<file path="src/rtl/inst_fetch_if.sv">
// Fetch-stage bundle: redirect input, instruction-memory request/response, and decode handoff.
// The master modport is the fetch unit's view; the slave modport is the environment's view.
interface inst_fetch_if;
  logic        redirect_valid;
  logic [31:0] redirect_pc;
  logic        req_valid;
  logic [31:0] req_addr;
  logic        req_ready;
  logic        rsp_valid;
  logic [31:0] rsp_data;
  logic        rsp_err;
  logic        rsp_ready;
  logic        out_valid;
  logic [31:0] out_inst;
  logic [31:0] out_pc;
  logic        out_fault;
  logic        out_misalign;
  logic        out_ready;

  modport master (
    input  redirect_valid, redirect_pc, req_ready, rsp_valid, rsp_data, rsp_err, out_ready,
    output req_valid, req_addr, rsp_ready, out_valid, out_inst, out_pc, out_fault, out_misalign
  );

  modport slave (
    output redirect_valid, redirect_pc, req_ready, rsp_valid, rsp_data, rsp_err, out_ready,
    input  req_valid, req_addr, rsp_ready, out_valid, out_inst, out_pc, out_fault, out_misalign
  );
endinterface

</file>
<file path="src/rtl/inst_fetch_unit.sv">
// Instruction fetch stage: one outstanding memory read, registered redirects, {inst, pc} handoff to decode.
//
// state | meaning
// IDLE  | out of reset, choose first fetch
// REQ   | read request presented at fetch_pc
// WAIT  | request accepted, waiting for response
// HOLD  | instruction (or fault) presented to decode
module inst_fetch_unit #(
  parameter logic [31:0] RESET_PC = 32'h8000_0000
) (
  input  logic         clk,
  input  logic         rst,
  inst_fetch_if.master bus
);

  typedef enum logic [1:0] {S_IDLE, S_REQ, S_WAIT, S_HOLD} state_t;

  state_t      state, state_n;
  logic [31:0] fetch_pc, pc_n;
  logic [31:0] pend_pc, pend_n;
  logic        drop, drop_n;
  logic [31:0] inst_q, inst_n;
  logic [31:0] opc_q, opc_n;
  logic        fault_q, fault_n;
  logic        mis_q, mis_n;
  logic        enter;
  logic [31:0] enter_pc;

  always_ff @(posedge clk) begin
    if (!rst) begin
      state    <= S_IDLE;
      fetch_pc <= RESET_PC;
      pend_pc  <= RESET_PC;
      drop     <= 1'b0;
      inst_q   <= 32'h0;
      opc_q    <= 32'h0;
      fault_q  <= 1'b0;
      mis_q    <= 1'b0;
    end else begin
      state    <= state_n;
      fetch_pc <= pc_n;
      pend_pc  <= pend_n;
      drop     <= drop_n;
      inst_q   <= inst_n;
      opc_q    <= opc_n;
      fault_q  <= fault_n;
      mis_q    <= mis_n;
    end
  end

  always_comb begin
    state_n  = state;
    pc_n     = fetch_pc;
    pend_n   = pend_pc;
    drop_n   = drop;
    inst_n   = inst_q;
    opc_n    = opc_q;
    fault_n  = fault_q;
    mis_n    = mis_q;
    enter    = 1'b0;
    enter_pc = fetch_pc;

    unique case (state)
      S_IDLE: begin
        enter    = 1'b1;
        enter_pc = bus.redirect_valid ? bus.redirect_pc : fetch_pc;
      end
      S_REQ: begin
        // an unaccepted request keeps its address; the redirect target waits in pend_pc
        if (bus.redirect_valid) begin
          drop_n = 1'b1;
          pend_n = bus.redirect_pc;
        end
        if (bus.req_ready) state_n = S_WAIT;
      end
      S_WAIT: begin
        if (bus.rsp_valid) begin
          if (bus.redirect_valid) begin
            drop_n   = 1'b0;
            enter    = 1'b1;
            enter_pc = bus.redirect_pc;
          end else if (drop) begin
            drop_n   = 1'b0;
            enter    = 1'b1;
            enter_pc = pend_pc;
          end else begin
            inst_n  = bus.rsp_err ? 32'h0 : bus.rsp_data;
            opc_n   = fetch_pc;
            fault_n = bus.rsp_err;
            mis_n   = 1'b0;
            state_n = S_HOLD;
          end
        end else if (bus.redirect_valid) begin
          drop_n = 1'b1;
          pend_n = bus.redirect_pc;
        end
      end
      S_HOLD: begin
        // redirect takes priority over a simultaneous consume
        if (bus.redirect_valid) begin
          enter    = 1'b1;
          enter_pc = bus.redirect_pc;
        end else if (bus.out_ready) begin
          enter    = 1'b1;
          enter_pc = fetch_pc + 32'd4;
        end
      end
      default: state_n = S_IDLE;
    endcase

    if (enter) begin
      pc_n = enter_pc;
      if (enter_pc[1:0] != 2'b00) begin
        state_n = S_HOLD;
        inst_n  = 32'h0;
        opc_n   = enter_pc;
        fault_n = 1'b0;
        mis_n   = 1'b1;
      end else begin
        state_n = S_REQ;
        fault_n = 1'b0;
        mis_n   = 1'b0;
      end
    end
  end

  assign bus.req_valid    = (state == S_REQ);
  assign bus.req_addr     = fetch_pc;
  assign bus.rsp_ready    = (state == S_WAIT);
  assign bus.out_valid    = (state == S_HOLD);
  assign bus.out_inst     = inst_q;
  assign bus.out_pc       = opc_q;
  assign bus.out_fault    = fault_q;
  assign bus.out_misalign = mis_q;

endmodule

</file>
<file path="src/flat_wrapper.sv">
// flat-port wrapper written by rule: the top's interface ports become plain ports
module inst_fetch_unit_flat 
#(
  parameter logic [31:0] RESET_PC = 32'h8000_0000
)
  (clk, rst, bus_redirect_valid, bus_redirect_pc, bus_req_ready, bus_rsp_valid, bus_rsp_data, bus_rsp_err, bus_out_ready, bus_req_valid, bus_req_addr, bus_rsp_ready, bus_out_valid, bus_out_inst, bus_out_pc, bus_out_fault, bus_out_misalign);
  inst_fetch_if bus_i ();
  input  logic clk;
  input  logic rst;
  input wire logic [$bits(bus_i.redirect_valid)-1:0] bus_redirect_valid;
  input wire logic [$bits(bus_i.redirect_pc)-1:0] bus_redirect_pc;
  input wire logic [$bits(bus_i.req_ready)-1:0] bus_req_ready;
  input wire logic [$bits(bus_i.rsp_valid)-1:0] bus_rsp_valid;
  input wire logic [$bits(bus_i.rsp_data)-1:0] bus_rsp_data;
  input wire logic [$bits(bus_i.rsp_err)-1:0] bus_rsp_err;
  input wire logic [$bits(bus_i.out_ready)-1:0] bus_out_ready;
  output wire logic [$bits(bus_i.req_valid)-1:0] bus_req_valid;
  output wire logic [$bits(bus_i.req_addr)-1:0] bus_req_addr;
  output wire logic [$bits(bus_i.rsp_ready)-1:0] bus_rsp_ready;
  output wire logic [$bits(bus_i.out_valid)-1:0] bus_out_valid;
  output wire logic [$bits(bus_i.out_inst)-1:0] bus_out_inst;
  output wire logic [$bits(bus_i.out_pc)-1:0] bus_out_pc;
  output wire logic [$bits(bus_i.out_fault)-1:0] bus_out_fault;
  output wire logic [$bits(bus_i.out_misalign)-1:0] bus_out_misalign;
  assign bus_i.redirect_valid = bus_redirect_valid;
  assign bus_i.redirect_pc = bus_redirect_pc;
  assign bus_i.req_ready = bus_req_ready;
  assign bus_i.rsp_valid = bus_rsp_valid;
  assign bus_i.rsp_data = bus_rsp_data;
  assign bus_i.rsp_err = bus_rsp_err;
  assign bus_i.out_ready = bus_out_ready;
  assign bus_req_valid = bus_i.req_valid;
  assign bus_req_addr = bus_i.req_addr;
  assign bus_rsp_ready = bus_i.rsp_ready;
  assign bus_out_valid = bus_i.out_valid;
  assign bus_out_inst = bus_i.out_inst;
  assign bus_out_pc = bus_i.out_pc;
  assign bus_out_fault = bus_i.out_fault;
  assign bus_out_misalign = bus_i.out_misalign;
  inst_fetch_unit #(.RESET_PC(RESET_PC)) u_core (.clk(clk), .rst(rst), .bus(bus_i));
endmodule
</file>
<file path="config.mk">
export PLATFORM = sky130hd
export DESIGN_NAME = inst_fetch_unit_flat
export DESIGN_NICKNAME = d
export VERILOG_FILES = /design/src/rtl/inst_fetch_if.sv /design/src/rtl/inst_fetch_unit.sv /design/src/flat_wrapper.sv
export SDC_FILE = /design/constraint.sdc
export NUM_CORES = 1
export LEC_CHECK = 0
export ABC_AREA = 1
export BUFFER_PORTS_ARGS = -buffer_cell sky130_fd_sc_hd__buf_4
export CAP_MARGIN = 10
export CORE_MARGIN = 4
export CORE_UTILIZATION = 48
export CTS_CLUSTER_DIAMETER = 150
export DETAILED_ROUTE_END_ITERATION = 8
export PLACE_DENSITY = 0.72
export SKIP_CTS_REPAIR_TIMING = 1
export SLEW_MARGIN = 10
export SYNTH_ARGS = -nofsm -noshare
export SYNTH_HDL_FRONTEND = slang
export SYNTH_SLANG_ARGS = --single-unit
</file>
<file path="constraint.sdc">
create_clock -name clk -period 2.5 [get_ports clk]
set_input_delay 0.375 -clock clk [delete_from_list [all_inputs] [get_ports clk]]
set_output_delay 0.375 -clock clk [all_outputs]
set_load 0.005 [all_outputs]
</file>
After elaboration in Yosys (flattened, before gate mapping)
Cells that the tools add are included.
{ "totals": {"regBits": 133, "in_bits": 71, "out_inout_bits": 101, "wordCells": 78} }
{ "classes": {"n_addsub": 1, "n_eq_ne": 10, "muxes": 45, "bitwise_logic": 3, "reduce_logical": 11} }
{ "ops": {"columns": ["cell", "count"], "rows": [
  ["$mux 32", 21],
  ["$pmux 32 s3", 1],
  ["$pmux 32 s2", 1],
  ["$add 32x3->32 const B", 1],
  ["$mux 1", 13],
  ["$mux 2", 6],
  ["$ne 3x2->1 const B", 3],
  ["$reduce_and 4->1", 2],
  ["$reduce_bool 2->1", 4],
  ["$reduce_and 5->1", 1],
  ["$eq 2x2->1 const B", 2],
  ["$ne 2x2->1 const B", 2],
  ["$pmux 2 s2", 1],
  ["$ne 3x3->1 const B", 1],
  ["$not 1->1", 3],
  ["$pmux 1 s3", 1],
  ["$reduce_bool 3->1", 1],
  ["$eq 2x1->1 const B", 1],
  ["$logic_not 2->1", 1],
  ["$ne 2x1->1 const B", 1],
  ["$pmux 1 s2", 1],
  ["$reduce_and 2->1", 1],
  ["$reduce_or 2->1", 1]
]} }

Depth between registers and ports, before layout
{ "depth": {"ltp_word": 7, "depth_mapped": 15} }

Least setup slack after synthesis
Ideal clock, no wire load.
{ "synth_timing": {"path_type": "register to register", "startpoint": "register u_core.state[0]", "endpoint": "register u_core.mis_q (netlist: u_core.bus.out_misalign)", "arrival_time_ns": 1.872, "path_slack_ns": 0.512, "path_stages_with_launch": 14, "n_path_buf": 1, "synth_period_minus_slack_ns": 1.988, "cell_sequence": "dfxtp_1 -> inv_1 -> ha_1 -> nand2_2 -> inv_2 -> a21oi_1 -> nand2_1 -> o21ai_4 -> inv_4 -> nand2_2 -> nand2_4 -> buf_6 -> o21ai_0 -> inv_1"} }
{ "synth_via": {"elab_chain_len": 5} }
{ "synth_rtl": {"columns": ["item", "line", "text"], "rows": [
  ["from (decl)", "inst_fetch_unit.sv:18", "state_t state, state_n;"],
  ["from (signal assigned)", "inst_fetch_unit.sv:40", "state <= state_n;"],
  ["$eq 2x2->1 (*)", null, null],
  ["net bus_rsp_ready", "flat_wrapper.sv:19", "output wire logic [$bits(bus_i.rsp_ready)-1:0] bus_rsp_ready;"],
  ["$pmux 32 s3", "inst_fetch_unit.sv:63", "unique case (state)"],
  ["$reduce_bool 2->1", "inst_fetch_unit.sv:113", "if (enter_pc[1:0] != 2'b00) begin"],
  ["$mux 1", "inst_fetch_unit.sv:113", null],
  ["$mux 1", "inst_fetch_unit.sv:111", "if (enter) begin"],
  ["to (signal assigned)", "inst_fetch_unit.sv:47", "mis_q <= mis_n;"],
  ["to (decl)", "inst_fetch_unit.sv:25", "logic mis_q, mis_n;"]
]} }
Mark *: on every way through the listed nets, which the timed path passes. The rest lies on a longest branch.
A chain may end at the register's enable or synchronous reset.

Final worst setup path
{ "layout_timing": {"startpoint": "register u_core.state[1]", "endpoint": "register u_core.opc_q[2] (netlist: u_core.bus.out_pc[2])"} }
{ "layout_via": {"elab_chain_len": 5} }
{ "layout_rtl": {"columns": ["item", "line", "text"], "rows": [
  ["$eq 2x2->1 / $logic_not 2->1 (equally long branches)", "inst_fetch_unit.sv:63", null],
  ["$pmux 32 s3", "inst_fetch_unit.sv:63", null],
  ["$reduce_bool 2->1", "inst_fetch_unit.sv:113", null],
  ["$mux 32", "inst_fetch_unit.sv:113", null],
  ["$mux 32 (*)", "inst_fetch_unit.sv:111", null],
  ["to (signal assigned)", "inst_fetch_unit.sv:45", "opc_q <= opc_n;"],
  ["to (decl)", "inst_fetch_unit.sv:23", "logic [31:0] opc_q, opc_n;"]
]} }
Every way passes the cells marked *; elsewhere a longest branch is shown, timed or not.

==> flow_metrics.tcl <==
set metrics [dict create \
    status "finished, final reports clean" \
    drtIter0Drc 949 \
    ys_top_cells_by_count "nand2_1, o21ai_0, dfxtp_1, a21oi_1, nand3_1" \
    path_class "reg2reg" \
    end_kind "register" \
    nNetsFinal 1428 \
    synthSimpleGateAreaFrac_pct 34.4 \
    place_inst 1534 \
    netlist_instances 1188 \
    vias 8957 \
    first_global_vias 8540 \
    cpPeakStageDelay_ns 0.45 \
    ys_ff_latch 133 \
    cts.clk_slew.worst_paths_ns 0.06 \
    holdCritPathClass "in2reg" \
    wl_per_cell_um 18.3 \
    synth_mux_area_share_pct 0 \
    rr_worst_depth 12 \
    cellPowerDensity_nw_per_um2 1070 \
    n_fill_cell 1443 \
    start_util_pct 49.7 \
    grt_max_degree 56 \
    required_ns 2.83 \
    synth_top_family_by_area "simple AND/OR/NAND/NOR gates" \
    worstReg2RegEnd "u_core.bus.out_pc[2]" \
    synth.most_common_cell "nand2_1" \
    synth_edf_count 0 \
    ant_nets 0 \
    cp.arrival_ns 2.66 \
    reg2reg_from "u_core.state[1]" \
    finClkSkew_ns 0.00814 \
    cp_num_buf_inv 1 \
    clock-sinks 133 \
    yosys.area.top_type_share_pct 34.8 \
    routed_wl_um 28800 \
    min-delay-start "bus_redirect_pc[31]" \
    synth_area_leaders "dfxtp_1, nand2_1, o21ai_0, a21oi_1, nand3_1" \
    period_needed_ns 2.33 \
    gp_congestion 0.979 \
    p_leak_uw 0.00424 \
    htreeDepth 4 \
    max_freq_ghz 0.429 \
    area_growth_pct 29.5 \
    critPathLaunchType "register" \
    synth_cell_type_count 46 \
    syn_nets 1264 \
    ff2ff_setup_slack_ns 0.17 \
    cp_slowest_cell "dfxtp_1" \
    finalSetupTns_ns 0 \
    yosysTopAreaCell "dfxtp_1" \
    synth_top_flop_cell "dfxtp_1" \
    irDropWorstVdd_mv 0.602 \
    max_slew.worst_pin.slew_ns 0.632 \
    finalCritPeriodShare_pct 93.2 \
    finalHoldViolCount 0 \
    vias_per_cell 5.68 \
    clk_latency_ns 0.44 \
    numCtsBuffers 17 \
    slew_headroom_pct 57.8 \
    drv_cap 0 \
    boundaryPins 172 \
    worstPathCellList "ha_1 -> nand2_4 -> nor2_4 -> nand2_1 -> o21ai_1 -> nand2_1 -> nand2_1 -> nand2_2 -> nand2_4 -> buf_12 -> and2_1 -> nor2_1" \
    die_area_um2 18000 \
    rsz0062_at_grt "no" \
    cp_max_fo 19 \
    drcViolationCount 0 \
    synth_compound_area_share_pct 21.1 \
    clock-root-buffer "clkbuf_16" \
    worst-path-stages 12 \
    cts_max_path_buffers 2 \
    dr.pass1.iters 8 \
    async_flop_share_pct 0 \
    dp_hpwl_um 20200 \
    hold_path_end "u_core.pend_pc[31]" \
    syn_avg_cell_area_um2 6.43 \
    synthAdderAreaFrac_pct 0.819 \
    synth_area_um2 7640 \
    ys_seq_area_share_pct 34.8 \
    yosys_warnings 0 \
    synth_xor_area_share_pct 0 \
    grt_usage_pct 31.2 \
    antenna_found_initial 0 \
    grt_first_pass_wirelength_um 44700 \
    slew_viol_final 0 \
    fin_cells 1576 \
    crit_top_cell "nand2_1" \
    coreArea_um2 15400 \
    drive_gt1_share_pct 21.3 \
    finalSetupViolations 0 \
    tritoncts "done" \
    antenna_cells 0 \
    die_width_um 134 \
    crit_family "simple AND/OR/NAND/NOR gates" \
    overflow 0 \
    hold_depth 3 \
    rows 45 \
    port_buffers 171 \
    die_h_um 134 \
]
sequential cells by signal (all words and copies together) (netlist names):
| signal | count |
|---|---|
| u_core.bus.out_inst | 32 |
| u_core.bus.out_pc | 32 |
| u_core.bus.out_misalign | 1 |
| u_core.pend_pc | 32 |
| u_core.bus.req_addr | 32 |
| u_core.drop | 1 |
| u_core.bus.out_fault | 1 |
| u_core.state | 2 |
layer usage:
layer	global-route usage, %	up-vias	part of all wire [%]
li1	-	4292	-
met1	36.6	4088	39
met2	52.3	472	47
met3	7.91	105	8.7
met4	16.7	0	5.2
met5	0	-	0
kinds of logic after synthesis:
| logic type | after synthesis |
|---|---|
| AND/OR/NAND/NOR | 599 |
| AO/OA/AOI/OAI | 295 |
| buffers and inverters | 156 |
| flip-flops | 133 |
| adder cells (fa/ha/maj) | 5 |
cells in the final DEF (no fill, tap or decap), types with 7 or more instances in the layout:
cell type  count
a31oi_1        7
nand2_1      380
o211ai_1       8
nand3_1       87
nand4_1       11
o21ai_0      137
o22ai_1        8
clkbuf_16     18
nor3_2        20
buf_4        207
a21oi_1       98
nor3_1        17
a22oi_1        8
nor2_1        64
dfxtp_1      133
inv_1         74
layout make-up:
| class | count | area [um^2] | area share (%) |
|---|---|---|---|
| inverter | 85 | 330 | 3.34 |
| timing repair buffer | 213 | 1670 | 16.9 |
| clock buffer | 21 | 450 | 4.55 |
| clock inverter | 11 | 173 | 1.75 |
| multi-input combinational | 901 | 4340 | 43.9 |
| tap | 211 | 264 | 2.67 |
| timing repair inverter | 1 | 5.00 | 0.0506 |
| sequential | 133 | 2660 | 26.9 |
through the flow:
stage | worst slack (ns) | cell area, um^2 | utilization, % | hold slack, ns | total power (uW)
2_1_floorplan | 0.512 | 7640 | - | 0.423 | 5690
3_3_place_gp | 0.249 | 9150 | 59.5 | 0.436 | 7570
3_5_place_dp | 0.155 | 9150 | 59.5 | 0.442 | 7600
4_1_cts | 0.0960 | 9770 | 63.6 | 0.150 | 10300
5_1_grt | 0.00551 | 9890 | 64.4 | 0.178 | 11200
6_report | 0.169 | 9890 | 64.4 | 0.152 | 10600
worst max path at each step:
stage	from	endpoint	slack, ns
after detailed placement	u_core.state[0]	u_core.bus.req_addr[7]	0.16
after floorplan	u_core.state[0]	u_core.bus.out_misalign	0.51
after CTS	u_core.state[0]	u_core.bus.req_addr[7]	0.1
final	u_core.state[1]	u_core.bus.out_pc[2]	0.17
after global placement	u_core.state[1]	u_core.bus.req_addr[7]	0.25
after global routing	u_core.state[0]	u_core.bus.out_pc[14]	0.006
worst reg2reg max path, cell delays in order, from the launching register on:
cell	delay, ns
dfxtp_1	0.45
ha_1	0.30
nand2_4	0.11
nor2_4	0.22
nand2_1	0.12
o21ai_1	0.13
nand2_1	0.09
nand2_1	0.10
nand2_2	0.10
nand2_4	0.22
buf_12	0.19
and2_1	0.14
nor2_1	0.05
report_power, final:
| part | switching (uW) | internal [uW] | leakage, uW |
|---|---|---|---|
| combinational | 2970 | 1710 | 0.00285 |
| sequential | 583 | 2610 | 0.00108 |
| clock | 1010 | 1700 | 0.000302 |
| total | 4570 | 6020 | 0.00424 |
Power figures use the tool's default switching activity.
